[src/rtl/id_ex_reg.sv]
// D/E pipeline register: registers D-stage operands/control for E and the HI/LO unit,
// raises the mult/div structural stall, and inserts PC/BD-preserving bubbles.
// Optional bubble counter: define ID_EX_BUBBLE_CNT_EN.
module id_ex_reg #(
  parameter logic [31:0] EXC_ENTRY = 32'h0000_4180,
  parameter logic [31:0] RESET_PC  = 32'h0000_0000
) (
  input  logic        clk,
  input  logic        reset,
  input  logic        req,
  input  logic        ext_stall,
  input  logic        hlu_busy,
  input  logic [31:0] D_pc,
  input  logic [31:0] D_instr,
  input  logic [31:0] D_rs_data,
  input  logic [31:0] D_rt_data,
  input  logic [31:0] D_ext_imm,
  input  logic        D_bd,
  input  logic [4:0]  D_exc_code,
  input  logic [3:0]  D_hlu_type,
  input  logic        D_hlu_unsigned,
  input  logic        D_hlu_dst,
  input  logic        D_hlu_write,
  input  logic        D_hlu_use,
  output logic        stall_out,
  output logic [31:0] E_pc,
  output logic [31:0] E_instr,
  output logic [31:0] E_rs_data,
  output logic [31:0] E_rt_data,
  output logic [31:0] E_ext_imm,
  output logic        E_bd,
  output logic [4:0]  E_exc_code,
  output logic [3:0]  E_hlu_type,
  output logic        E_hlu_unsigned,
  output logic        E_hlu_dst,
  output logic        E_hlu_write,
  output logic        E_valid,
  output logic [31:0] bubble_cnt
);

  localparam logic [3:0] HLU_MULT = 4'b0001;
  localparam logic [3:0] HLU_DIV  = 4'b0010;

  logic md_stall;
  logic d_faulting;

  // A mult/div sitting in E has not raised hlu_busy yet, so it must also block HI/LO users.
  assign md_stall   = D_hlu_use & (hlu_busy | (E_hlu_type == HLU_MULT) | (E_hlu_type == HLU_DIV));
  assign stall_out  = ~req & (ext_stall | md_stall);
  assign d_faulting = (D_exc_code != 5'd0);

  // NOTE: sequential state uses non-blocking assignments so every flop samples pre-edge values.
  always_ff @(posedge clk) begin
    if (reset) begin
      E_pc           <= RESET_PC;
      E_instr        <= '0;
      E_rs_data      <= '0;
      E_rt_data      <= '0;
      E_ext_imm      <= '0;
      E_bd           <= 1'b0;
      E_exc_code     <= '0;
      E_hlu_type     <= '0;
      E_hlu_unsigned <= 1'b0;
      E_hlu_dst      <= 1'b0;
      E_hlu_write    <= 1'b0;
      E_valid        <= 1'b0;
    end else if (req) begin
      E_pc           <= EXC_ENTRY;
      E_instr        <= '0;
      E_rs_data      <= '0;
      E_rt_data      <= '0;
      E_ext_imm      <= '0;
      E_bd           <= 1'b0;
      E_exc_code     <= '0;
      E_hlu_type     <= '0;
      E_hlu_unsigned <= 1'b0;
      E_hlu_dst      <= 1'b0;
      E_hlu_write    <= 1'b0;
      E_valid        <= 1'b0;
    end else if (stall_out) begin
      // Bubble keeps PC/BD so an interrupt taken on it still reports the right EPC.
      E_pc           <= D_pc;
      E_instr        <= '0;
      E_rs_data      <= '0;
      E_rt_data      <= '0;
      E_ext_imm      <= '0;
      E_bd           <= D_bd;
      E_exc_code     <= '0;
      E_hlu_type     <= '0;
      E_hlu_unsigned <= 1'b0;
      E_hlu_dst      <= 1'b0;
      E_hlu_write    <= 1'b0;
      E_valid        <= 1'b0;
    end else begin
      E_pc           <= D_pc;
      E_instr        <= D_instr;
      E_rs_data      <= D_rs_data;
      E_rt_data      <= D_rt_data;
      E_ext_imm      <= D_ext_imm;
      E_bd           <= D_bd;
      E_exc_code     <= D_exc_code;
      // A faulting instruction must never start or write the HI/LO unit.
      E_hlu_type     <= d_faulting ? 4'b0000 : D_hlu_type;
      E_hlu_unsigned <= D_hlu_unsigned;
      E_hlu_dst      <= D_hlu_dst;
      E_hlu_write    <= d_faulting ? 1'b0 : D_hlu_write;
      E_valid        <= 1'b1;
    end
  end

`ifdef ID_EX_BUBBLE_CNT_EN
  logic [31:0] bubble_cnt_q;

  always_ff @(posedge clk) begin
    if (reset) begin
      bubble_cnt_q <= '0;
    end else if (stall_out) begin
      bubble_cnt_q <= bubble_cnt_q + 32'd1;
    end
  end

  assign bubble_cnt = bubble_cnt_q;
`else
  assign bubble_cnt = 32'h0;
`endif

endmodule

[config.mk]
export PLATFORM = sky130hd
export DESIGN_NAME = id_ex_reg
export DESIGN_NICKNAME = d
export VERILOG_FILES = /design/src/rtl/id_ex_reg.sv
export SDC_FILE = /design/constraint.sdc
export NUM_CORES = 1
export LEC_CHECK = 0
export ABC_AREA = 0
export BUFFER_PORTS_ARGS = -buffer_cell sky130_fd_sc_hd__buf_2
export CAP_MARGIN = 0
export CELL_PAD_IN_SITES_DETAIL_PLACEMENT = 2
export CELL_PAD_IN_SITES_GLOBAL_PLACEMENT = 2
export CORE_MARGIN = 2
export CORE_UTILIZATION = 21
export DETAILED_ROUTE_END_ITERATION = 6
export PLACE_DENSITY_LB_ADDON = 0.2
export SLEW_MARGIN = 20
export SYNTH_ARGS = -nofsm -noshare
export SYNTH_HDL_FRONTEND = slang
export SYNTH_SLANG_ARGS = --single-unit
export TNS_END_PERCENT = 100
[constraint.sdc]
create_clock -name clk -period 1.4 [get_ports clk]
set_input_delay 0.07 -clock clk [delete_from_list [all_inputs] [get_ports clk]]
set_output_delay 0.07 -clock clk [all_outputs]
set_load 0.005 [all_outputs]
### Word level (Yosys, flattened, before mapping)

Index checks and enable logic that the tools add are counted.
Widths: inputs -> output; s select.

* bitwise gates (word level): 6
* equal/unequal tests: 2
* muxes and demuxes: 2
* reductions and logical operators: 4

Operators by type and width (count)
* $mux 15: 1
* $reduce_bool 5->1: 1
* $eq 4x1->1 const B: 1
* $eq 4x2->1 const B: 1
* $reduce_or 4->1: 1
* $or 1x1->1: 3
* $reduce_or 3->1: 1
* $and 1x1->1: 2
* $reduce_or 2->1: 1
* $mux 1: 1
* $not 1->1: 1

* output and inout bits: 207
* input port bits: 179
* flip-flop bits (word level): 174

### Longest topological paths before layout

* word-level depth: 7
* gate-level depth with buffers: 5
* depth with buffers taken out: 3

### Worst setup path before layout

OpenSTA, ideal clock, no wires.

* path type: register to register
* start point: register E_hlu_type[0]
* end point: register E_ext_imm[25]
* period minus slack after synthesis: 1.297 ns
* buffers on the path: 2
* slack: 0.103 ns
* arrival time: 1.238 ns
* stages on the path, launching flop included: 6
* setup time: 0.059 ns
* cell sequence: dfxtp_1 xor2_1 a211oi_2 buf_6 clkbuf_2 and2_1

* cells in the longest elaborated chain, start to end: 7

Ends and longest elaborated chain
* from (decl): line 33 `output logic [3:0] E_hlu_type,`
* from (signal assigned): line 103 `E_hlu_type <= d_faulting ? 4'b0000 : D_hlu_type;`
* $eq 4x1->1: line 48 `assign md_stall = D_hlu_use & (hlu_busy | (E_hlu_type == HLU_MULT) | (E_hlu_type == HLU_DIV));`
* $or 1x1->1: line 48
* $or 1x1->1 (*): line 48
* $and 1x1->1 (*): line 48
* $or 1x1->1 (*): line 49 `assign stall_out = ~req & (ext_stall | md_stall);`
* $and 1x1->1 (*): line 49
* $reduce_or 3->1 (no source line) (*)
* to (signal assigned): line 99 `E_ext_imm <= D_ext_imm;`
* to (decl): line 30 `output logic [31:0] E_ext_imm,`

Mark *: on every way between the ends. The rest lies on a longest branch, timed or not.
A chain may end at the register's enable or synchronous reset.

### Final worst setup path

* start point: register E_hlu_type[1]
* end point: register E_rs_data[12]

* cells in the longest elaborated chain, start to end: 7

Ends and longest elaborated chain
* $eq 4x1->1: line 48
* $or 1x1->1: line 48
* $or 1x1->1 (*): line 48
* $and 1x1->1 (*): line 48
* $or 1x1->1 (*): line 49
* $and 1x1->1 (*): line 49
* $reduce_or 3->1 (no source line) (*)
* to (signal assigned): line 97 `E_rs_data <= D_rs_data;`
* to (decl): line 28 `output logic [31:0] E_rs_data,`

Marks and branches as above.

==> results summary <==
The flow ran to the end, but the final reports show violations. The final reports fail on setup timing. The family of cells with the greatest summed delay on the critical path is buffers and inverters. The final worst-path setup slack came out at -0.0700 ns. The count of cell types in the netlist came out at 17. For this block, the routed nets add up to 22400 um of wire. For this run, the number of Yosys warnings is 0. By instance count, the leading cell after synthesis is dfxtp_1. The die covers 24900 sq um. The final net count came out at 1138. The slowest stage of the critical path belongs to the cell dfxtp_4. Routability-driven placement finished with a final weighted congestion of 0.710.

The cell area power density came out at 1120 nW/um^2. The worst hold-check slack is 0.0311 ns. The share of flip-flops with an asynchronous set or reset after synthesis is 0%. In this run, synthesis inferred 0 flip-flops with an integrated enable. The sort of element at the end of the critical path is a flip-flop. The remaining routing DRC violations came out at 0. For this design, the sink count on the clock tree is 174.

The CTS H-tree depth came out at 4. TritonCTS built the clock tree. The first-pass GRT wire length is 30300 um. The worst slack at placement is -0.0651 ns. The critical path class is reg2reg. The sequential area share after synthesis is 70.1%.

Global routing finished with a remaining overflow of 0. The clock tree buffer depth came out at 2. The combined buffer and inverter count along the critical path is 3. Total power for the finished layout comes to 0.0108 W. The clock reaches the later pin of the worst-skew pair after 0.42 ns. The total CTS buffers came out at 17. The synthesized cell area came out at 4970 sq um. The share of final-layout standard cells stronger than drive strength 1 came out at 45.1%. In this run the vertical extent of the chip is 158 um. Dividing the synthesized area by the synthesized cell count gives 12.1 sq um. By area the synthesized netlist is led by dfxtp_1 (70%), and2_1 (21%), buf_4 (4.8%), clkbuf_2 (0.91%), nor2_1 (0.68%). The critical path data required time is 1.75 ns.

The final critical delay including setup and external delays came out at 1.47 ns. Across the VDD grid, the largest voltage drop is 0.631 mV. The critical path launch point type is a flip-flop. The flip-flop cell with the highest count after synthesis is dfxtp_1. The floorplan step set the die width to 158 um. By count the netlist is led by dfxtp_1 (174), and2_1 (165), buf_4 (32). Clock tree synthesis selected as its root buffer the cell clkbuf_16. The signal on the critical path passes through xor2_4 > a211oi_4 > buf_6 > buf_12 > buf_12 > and2_1. The final hold violation count is 0. The largest fanout of any net on the critical path is 11. The port buffer count is 353.

The tool flagged a number of max-cap violations equal to 0. The static leakage is 4.93 nW. The clock transition at the registers of the reported paths came out at 0.07 ns. For this run, the detailed router's first-pass iteration total came to 4. Static timing analysis puts the maximum clock frequency at 680 MHz. In the final routed layout, each cell accounts on average for 17.3 um.

The standard cell core area came out at 23300 sq um. The most common cell type on the critical path is buf_12. The worst reg-to-reg setup slack came out at -0.07 ns.

Of all cell types, the one taking the most synthesized area is dfxtp_1. For this configuration, the core starts out at a cell density of 21.3%. The number of top-level pins is 386. The initial antenna violation count was 0. The detailed router finished its first iteration with 72 violations. The remaining antenna violation count is 0. Synthesis handed over a netlist of 411 instances.

The delay of the slowest cell on the worst path came out at 0.37 ns. The clock tree skew after final layout came out at 0.0131 ns. At the end of the flow the core is filled with cells to 41.5%. Row generation in the floorplan step produced 56 rows. The synthesized design contains 174 register bits. Global routing used 16.2% of the available tracks across all layers. For the worst setup path, the data arrival time is 1.82 ns. The per-cell via count in the routed design is 3.78. The synthesis-to-layout area growth came out at 95.1%. Entering global routing, the biggest net connects 51 pins.

For this block, the via count after detailed routing is 4884. The number of global-route vias before repair was 5354. Setup repair after global routing could not meet its margin everywhere. The count of final setup violators is 55. The final-report max-slew violation count came to 0.

The final cycle utilization of the critical path came out at 105%. The tightest min-delay check is of the in2reg type. The top-area cell type share of the netlist area came out at 70.1%. The half-perimeter wire length of the detailed placement result is 13400 um.
[worst paths after layout]
check                      from             to  cells after the start
hold reg to reg   E_hlu_type[0]        E_valid                      4
hold / removal              req        E_pc[7]                      4
setup reg to reg  E_hlu_type[1]  E_rs_data[12]                      6
setup / recovery  E_hlu_type[1]  E_rs_data[12]                      6
[worst min-delay path, cell delays in order]
cell and delay, ns:
buf_2 0.09, buf_4 0.13, nor2_1 0.05, nor2_1 0.07
[through the flow]
| step | TNS (ns) | cells | area [sq um] |
|---|---|---|---|
| after floorplan | 0 | 442 | 5080 |
| after global placement | -0.0778 | 1072 | 7030 |
| after detailed placement | -2.95 | 1072 | 7030 |
| after CTS | -1.80 | 1282 | 9420 |
| after global routing | -11.44 | 1291 | 9690 |
| final | -1.19 | 1292 | 9690 |
[per-layer routing]
metal	share of wire [%]	vias to the layer above	track usage [%]
met3	9.0	37	5.37
met2	53	250	30.6
met5	0	-	0
li1	-	2281	-
met4	2.7	0	6.80
met1	35	2316	16.1
[repair_timing]
| action | in CTS | in global routing |
|---|---|---|
| pin swaps | 1 | 12 |
| gates cloned | 1 | 8 |
| setup buffers | 2 | 1 |
| resized for setup | 4 | 37 |
| endpoints found under the hold margin | 173 | 0 |
| hold buffers | 175 | 0 |
| setup endpoints to repair | 100 | 141 |
[cell type report]
| type | count | area [sq um] |
|---|---|---|
| Timing Repair Buffer | 548 | 3850 |
| Clock buffer | 18 | 439 |
| Tap cell | 319 | 399 |
| Fill cell | 2487 | 13600 |
| Multi-Input combinational cell | 218 | 1370 |
| Clock inverter | 14 | 140 |
| Sequential cell | 174 | 3490 |
| Antenna cell | 1 | 2.50 |
[cell usage in the layout (no fill, tap or decap), types with 2 or more instances in the layout]
master / Yosys / final
and2_4: 0 / 25
buf_16: 0 / 2
inv_6: 0 / 5
conb_1: 1 / 32
clkinv_8: 0 / 2
dfxtp_2: 0 / 3
clkinv_4: 0 / 2
and2_1: 165 / 140
buf_4: 32 / 5
dlygate4sd3_1: 0 / 175
buf_6: 1 / 4
dfxtp_1: 174 / 170
clkbuf_16: 0 / 21
buf_2: 1 / 353
buf_12: 0 / 4
nor2_1: 9 / 9
and3_1: 5 / 5
inv_8: 0 / 3
[state kept, by name, indices dropped and copies added, names as in the netlist]
signal / cells
E_rs_data: 32
E_hlu_write: 1
E_hlu_type: 4
E_hlu_unsigned: 1
E_rt_data: 32
E_valid: 1
E_bd: 1
E_hlu_dst: 1
E_ext_imm: 32
E_pc: 32
E_exc_code: 5
E_instr: 32
[where the power goes]
group	internal, W	switching, W	total [W]
combinational	0.000720	0.000398	0.00112
sequential	0.00508	0.0000348	0.00511
clock	0.00242	0.00218	0.00460
[cells by family (layout without fill, tap and decap cells)]
group                  Yosys count  count (layout)  synth area share (%)
XOR/XNOR                         1               1                 0.176
AO/OA/AOI/OAI                    3               3                 0.504
flip-flops                     174             174                  70.1
AND/OR/NAND/NOR                182             182                  22.5
other                            1              33                0.0755
buffers and inverters           50             580                  6.60
Note: power is estimated with default switching activity, not from simulation.
